<file path="config.mk">
export PLATFORM = sky130hd
export DESIGN_NAME = oam_dma_ctrl
export DESIGN_NICKNAME = d
export VERILOG_FILES = /design/src/rtl/nes_bus_pkg.sv /design/src/rtl/oam_dma_ctrl.sv
export SDC_FILE = /design/constraint.sdc
export NUM_CORES = 1
export LEC_CHECK = 0
export BUFFER_PORTS_ARGS = -buffer_cell sky130_fd_sc_hd__buf_2
export CELL_PAD_IN_SITES_DETAIL_PLACEMENT = 1
export CELL_PAD_IN_SITES_GLOBAL_PLACEMENT = 2
export CORE_MARGIN = 4
export CORE_UTILIZATION = 27
export CTS_CLUSTER_SIZE = 12
export DETAILED_ROUTE_END_ITERATION = 6
export GPL_ROUTABILITY_DRIVEN = 0
export PLACE_DENSITY_LB_ADDON = 0.1
export SYNTH_ARGS = -nofsm -noshare
export SYNTH_HDL_FRONTEND = slang
export SYNTH_SLANG_ARGS = --single-unit
</file>
<file path="constraint.sdc">
create_clock -name clk -period 1.9 [get_ports clk]
set_input_delay 0.475 -clock clk [delete_from_list [all_inputs] [get_ports clk]]
set_output_delay 0.475 -clock clk [all_outputs]
set_load 0.03 [all_outputs]
</file>
<file path="src/rtl/nes_bus_pkg.sv">
// Shared NES CPU-bus definitions: fixed register addresses and the sprite-DMA state encoding.
package nes_bus_pkg;

  localparam logic [15:0] TRIG_ADDR     = 16'h4014;
  localparam logic [15:0] OAM_DATA_ADDR = 16'h2004;

  // 8-bit encoding so the state can be exposed on an 8-bit debug bus unchanged.
  typedef enum logic [7:0] {
    StIdle    = 8'd0,
    StHaltReq = 8'd1,
    StRdReq   = 8'd2,
    StRdWait  = 8'd3,
    StRdLatch = 8'd4,
    StWr      = 8'd5,
    StDone    = 8'd6
  } dma_state_e;

  function automatic logic is_copy_state(input dma_state_e s);
    return (s == StRdReq) || (s == StRdWait) || (s == StRdLatch) || (s == StWr);
  endfunction

endpackage

</file>
<file path="src/rtl/oam_dma_ctrl.sv">
// NES sprite DMA sequencer: snoops the $4014 trigger, halts the CPU and copies one page to OAM
// through $2004 as read/write pairs, yielding to the system controller whenever it holds the bus.
module oam_dma_ctrl
  import nes_bus_pkg::*;
#(
  parameter int unsigned XferLen     = 256,
  parameter int unsigned HaltTimeout = 1023
) (
  input  logic        clk,
  input  logic        rst,
  input  logic [15:0] snoop_addr_i,
  input  logic [7:0]  snoop_data_i,
  input  logic        snoop_wr_en_i,
  input  logic        cpu_is_halted_i,
  input  logic        ext_hold_i,
  input  logic        dma_abort_i,
  input  logic [7:0]  dma_bus_data_in_i,
  output logic        cpu_halt_o,
  output logic        dma_mux_ctrl_o,
  output logic [15:0] dma_bus_addr_o,
  output logic [7:0]  dma_bus_data_out_o,
  output logic        dma_bus_read_en_o,
  output logic        dma_bus_write_en_o,
  output logic        dma_busy_o,
  output logic        dma_done_o,
  output logic        dma_err_o
);

  localparam int unsigned TimerW = $clog2(HaltTimeout + 1);
  localparam logic [7:0] LastIdx = 8'(XferLen - 1);
  localparam logic [TimerW-1:0] TimerMax = TimerW'(HaltTimeout);

  dma_state_e        state_q, state_d;
  logic [7:0]        page_q, page_d;
  logic [7:0]        idx_q, idx_d;
  logic [7:0]        data_q, data_d;
  logic [TimerW-1:0] timer_q, timer_d;
  logic              halt_q, halt_d;

  logic stall;
  logic trig;
  logic rd_en, wr_en;

  assign stall = ext_hold_i || !cpu_is_halted_i;
  assign trig  = snoop_wr_en_i && (snoop_addr_i == TRIG_ADDR);

  always_comb begin
    state_d            = state_q;
    page_d             = page_q;
    idx_d              = idx_q;
    data_d             = data_q;
    timer_d            = timer_q;
    halt_d             = halt_q;
    rd_en              = 1'b0;
    wr_en              = 1'b0;
    dma_bus_addr_o     = 16'h0000;
    dma_bus_data_out_o = 8'h00;
    dma_done_o         = 1'b0;
    dma_err_o          = 1'b0;

    unique case (state_q)
      StIdle: begin
        if (trig) begin
          page_d  = snoop_data_i;
          idx_d   = 8'd0;
          timer_d = '0;
          halt_d  = 1'b1;
          state_d = StHaltReq;
        end
      end
      StHaltReq: begin
        if (!stall) begin
          state_d = StRdReq;
        end else if (timer_q == TimerMax) begin
          dma_err_o = 1'b1;
          halt_d    = 1'b0;
          state_d   = StIdle;
        end else begin
          timer_d = timer_q + 1'b1;
        end
      end
      StRdReq: begin
        dma_bus_addr_o = {page_q, idx_q};
        rd_en          = 1'b1;
        if (!stall) state_d = StRdWait;
      end
      StRdWait: begin
        dma_bus_addr_o = {page_q, idx_q};
        // A stall mid-read loses the bus cycle, so the byte is fetched again from scratch.
        state_d        = stall ? StRdReq : StRdLatch;
      end
      StRdLatch: begin
        dma_bus_addr_o = {page_q, idx_q};
        if (stall) begin
          state_d = StRdReq;
        end else begin
          data_d  = dma_bus_data_in_i;
          state_d = StWr;
        end
      end
      StWr: begin
        dma_bus_addr_o     = OAM_DATA_ADDR;
        dma_bus_data_out_o = data_q;
        wr_en              = 1'b1;
        if (!stall) begin
          if (idx_q == LastIdx) begin
            state_d = StDone;
          end else begin
            idx_d   = idx_q + 8'd1;
            state_d = StRdReq;
          end
        end
      end
      StDone: begin
        dma_done_o = 1'b1;
        halt_d     = 1'b0;
        state_d    = StIdle;
      end
      default: state_d = StIdle;
    endcase

    if (dma_abort_i && (state_q != StIdle)) begin
      rd_en      = 1'b0;
      wr_en      = 1'b0;
      dma_done_o = 1'b0;
      dma_err_o  = 1'b1;
      halt_d     = 1'b0;
      state_d    = StIdle;
    end
  end

  assign dma_bus_read_en_o  = rd_en && !stall;
  assign dma_bus_write_en_o = wr_en && !stall;
  assign dma_mux_ctrl_o     = is_copy_state(state_q) && !stall;
  assign dma_busy_o         = (state_q != StIdle);
  assign cpu_halt_o         = halt_q;

  always_ff @(posedge clk or negedge rst) begin
    if (!rst) begin
      state_q <= StIdle;
      page_q  <= 8'h00;
      idx_q   <= 8'h00;
      data_q  <= 8'h00;
      timer_q <= '0;
      halt_q  <= 1'b0;
    end else begin
      state_q <= state_d;
      page_q  <= page_d;
      idx_q   <= idx_d;
      data_q  <= data_d;
      timer_q <= timer_d;
      halt_q  <= halt_d;
    end
  end

endmodule

</file>
==> impl_metrics.yaml <==
run_status:
  status: "finished, violations left"
  violations: "negative setup slack"
synthesis:
  syn_avg_cell_area_sq_um: 9.253
  synth.yosys.warnings: 0
  syn_inst: 238
  synth_top_area_share_pct: 43.18
  synth_top_flop_cell: "dfrtp_1"
  synth_top_area_cell: "dfrtp_1"
  synth_fp_nets: 278
  yosysUniqueCellTypes: 45
  synth-seq-cells: 38
  yosysSeqAreaShare_pct: 43.18
  synth_edf_count: 0
  async_reset_ff_share_pct: 100.0
  netlist_top_cells_area: "dfrtp_1, mux2_2, nor2b_1"
  netlist_area_sq_mm: 0.002202
worst_setup_path:
  end_kind: "primary output"
  cp.required_ns: 1.42
  crit_slowest_cell: "dfrtp_1"
  crit_path_start_kind: "register"
  worstSetupStartpoint: "timer_q[0]$_DFFE_PN0P_"
  crit_path_cell_trace: "ha_2 > and4_4 > and3_4 > a31oi_4 > nor2_2 > buf_6"
  critical_path_buf_inv_count: 1
  critPathMaxFanout: 2
  cp.arrival_ns: 1.62
  path_class: "reg2out"
  r2r_start: "timer_q[0]$_DFFE_PN0P_"
  crit_family: "simple AND/OR/NAND/NOR gates"
  cpPeakStageDelay_ns: 0.37
power:
  p_leak_uw: 0.001766
  fin_total_pwr_uw: 3283
  ir_drop_uv: 456.7
  cellPowerDensity_mw_per_mm2: 846.4
timing:
  slew_violations: 0
  clock.fmax_ghz: 0.4776
  fin_ws_ns: -0.1938
  relSlewSlack_pct: 63.64
  rsz0062_at_grt: "true"
  setup-tns-final_ns: -2.737
  period_needed_ns: 2.094
  min_period_over_period_pct: 110.2
  tightest_slew_ns: 0.5454
  fin_skew_ns: 0.009612
  hold_viol: 0
  setup-violations-final: 39
detailed_routing:
  drt-total-wl_um: 7854
  antenna_left: 0
  routedWlPerCell_um: 16.53
  drcViolationCount: 0
  firstDrtPassIters: 4
  drt_iter0_drc: 48
  vias: 2321
  vias_per_cell: 4.886
clock_tree:
  cts_tree: "built"
  clk_latency_ns: 0.29
  cts-htree-levels: 2
  cts_sinks: 38
  cts-root-buf: "clkbuf_8"
  cts_buffers: 5
  clock_path_buffers: 2
  clkTransAtPathRegs_ns: 0.09
placed_design:
  post-place-cells: 440
  port_buffers: 68
  dp_slack_ns: -0.1842
  dpl.hpwl_um: 5154
global_route:
  grt_max_degree: 39
  grt_use_total_pct: 15.78
  overflow: 0
  grt_first_pass_wirelength_um: 12480
  grt_pass1_vias: 2512
  grt_antenna_before_repair: 0
worst_hold_path:
  hold_path.class: "in2async"
floorplanning:
  ios: 69
  die_w_um: 98.31
  die_area_sq_mm: 0.009665
  initial_core_util_pct: 28.06
  core-area_sq_mm: 0.007848
  fp-row-count: 32
  die_h_um: 98.31
layout:
  drive_above_1_share_pct: 60.86
  n_antenna_cell: 0
  syn_to_final_growth_pct: 76.14
  nets: 412
  instances_no_fill: 475
  utilization_pct: 49.43
job:
  drv_cap: 0
==> state kept, by name, summed over array words and instances, names as in the netlist <==
name        flops
timer_q        10
data_q          8
idx_q           8
page_q          8
state_q         3
cpu_halt_o      1
==> path summary, 6_finish.rpt <==
kind                                               end  cells past startpoint  slack (ns)
worst max-delay path                         dma_err_o                      6       -0.19
worst min-delay path              idx_q[6]$_DFFE_PN0P_                      2        0.24
worst max register to register  cpu_halt_o$_DFFE_PN0P_                      8       -0.06
worst min register to register  cpu_halt_o$_DFFE_PN0P_                      1        0.51
max in group asynchronous       state_q[0]$_DFFE_PN0P_                      2        1.24
min in group clk                 data_q[1]$_DFFE_PN0P_                      2        0.41
==> cell type report <==
type                    instances  area (sq um)
repair buffers                140          1164
flip-flops and latches         38         954.7
well taps                     102         127.6
clock inverters                 3         68.82
inverters                       8         30.03
fillers                       906          3969
clock buffers                   5         68.82
multi-input cells             179          1465
==> synthesized netlist by cell type (5+ instances only) <==
library cell	count
dfrtp_1	38
nand2_1	20
mux2_2	18
nor2_1	17
nor2b_1	16
a31oi_1	13
o21ai_0	12
a21oi_1	9
and2_1	9
inv_1	8
nand3_1	8
and3_1	6
buf_2	6
clkbuf_1	5
nor4_1	5
==> metrics by stage <==
step                      hold WS, ns  area (sq um)
after floorplan                0.1794          2223
after CTS                      0.2591          3553
after global routing           0.2808          3879
after detailed placement       0.4866          3010
after global placement         0.4786          3010
final                          0.2441          3879
==> what timing repair did <==
action | in CTS | in global routing
cloned | 2 | 0
pin swaps | 7 | 18
endpoints found under the setup margin | 40 | 51
hold buffers | 0 | 0
hold endpoints to repair | 0 | 0
gates resized for setup | 88 | 60
buffers inserted | 13 | 14
==> cells by family after synthesis <==
family	Yosys count	synth area share [%]
and+or+nand+nor	101	24.83
AOI/OAI and AO/OA	56	16.31
DFF	38	43.18
buffers and inverters	21	4.432
muxes	20	10.11
adders and majority gates	2	1.136
==> placed cells by master, fill, tap and decap left out, drive strengths merged, types with 2 or more instances in the layout <==
master	count
nand3	8
nor4	6
nand2b	4
a211oi	4
nor3	5
nand4	3
and2	9
mux2i	2
inv	8
mux2	18
dfrtp	38
bufinv	2
and3	6
buf	139
a31o	3
o21ai	12
o211ai	3
o31ai	2
nand2	20
o21bai	2
nor2b	16
clkbuf	6
a21oi	9
ha	2
a31oi	13
nor2	17
==> report_power, final <==
part | internal [uW] | total, uW | switching, uW
combinational | 741 | 1450 | 708
sequential | 913 | 998 | 85.1
clock | 526 | 836 | 310
==> layer usage <==
layer / vias to the layer above / track usage [%] / part of all wire (%) / routed length, um
li1: 1125 / - / - / -
met1: 1153 / 20.43 / 44 / 3488
met2: 39 / 27.51 / 51 / 4040
met3: 4 / 3.071 / 3.6 / 281
met4: 0 / 2.836 / 0.55 / 43
met5: - / 0 / 0 / 0
(Power assumes the default switching activity.)
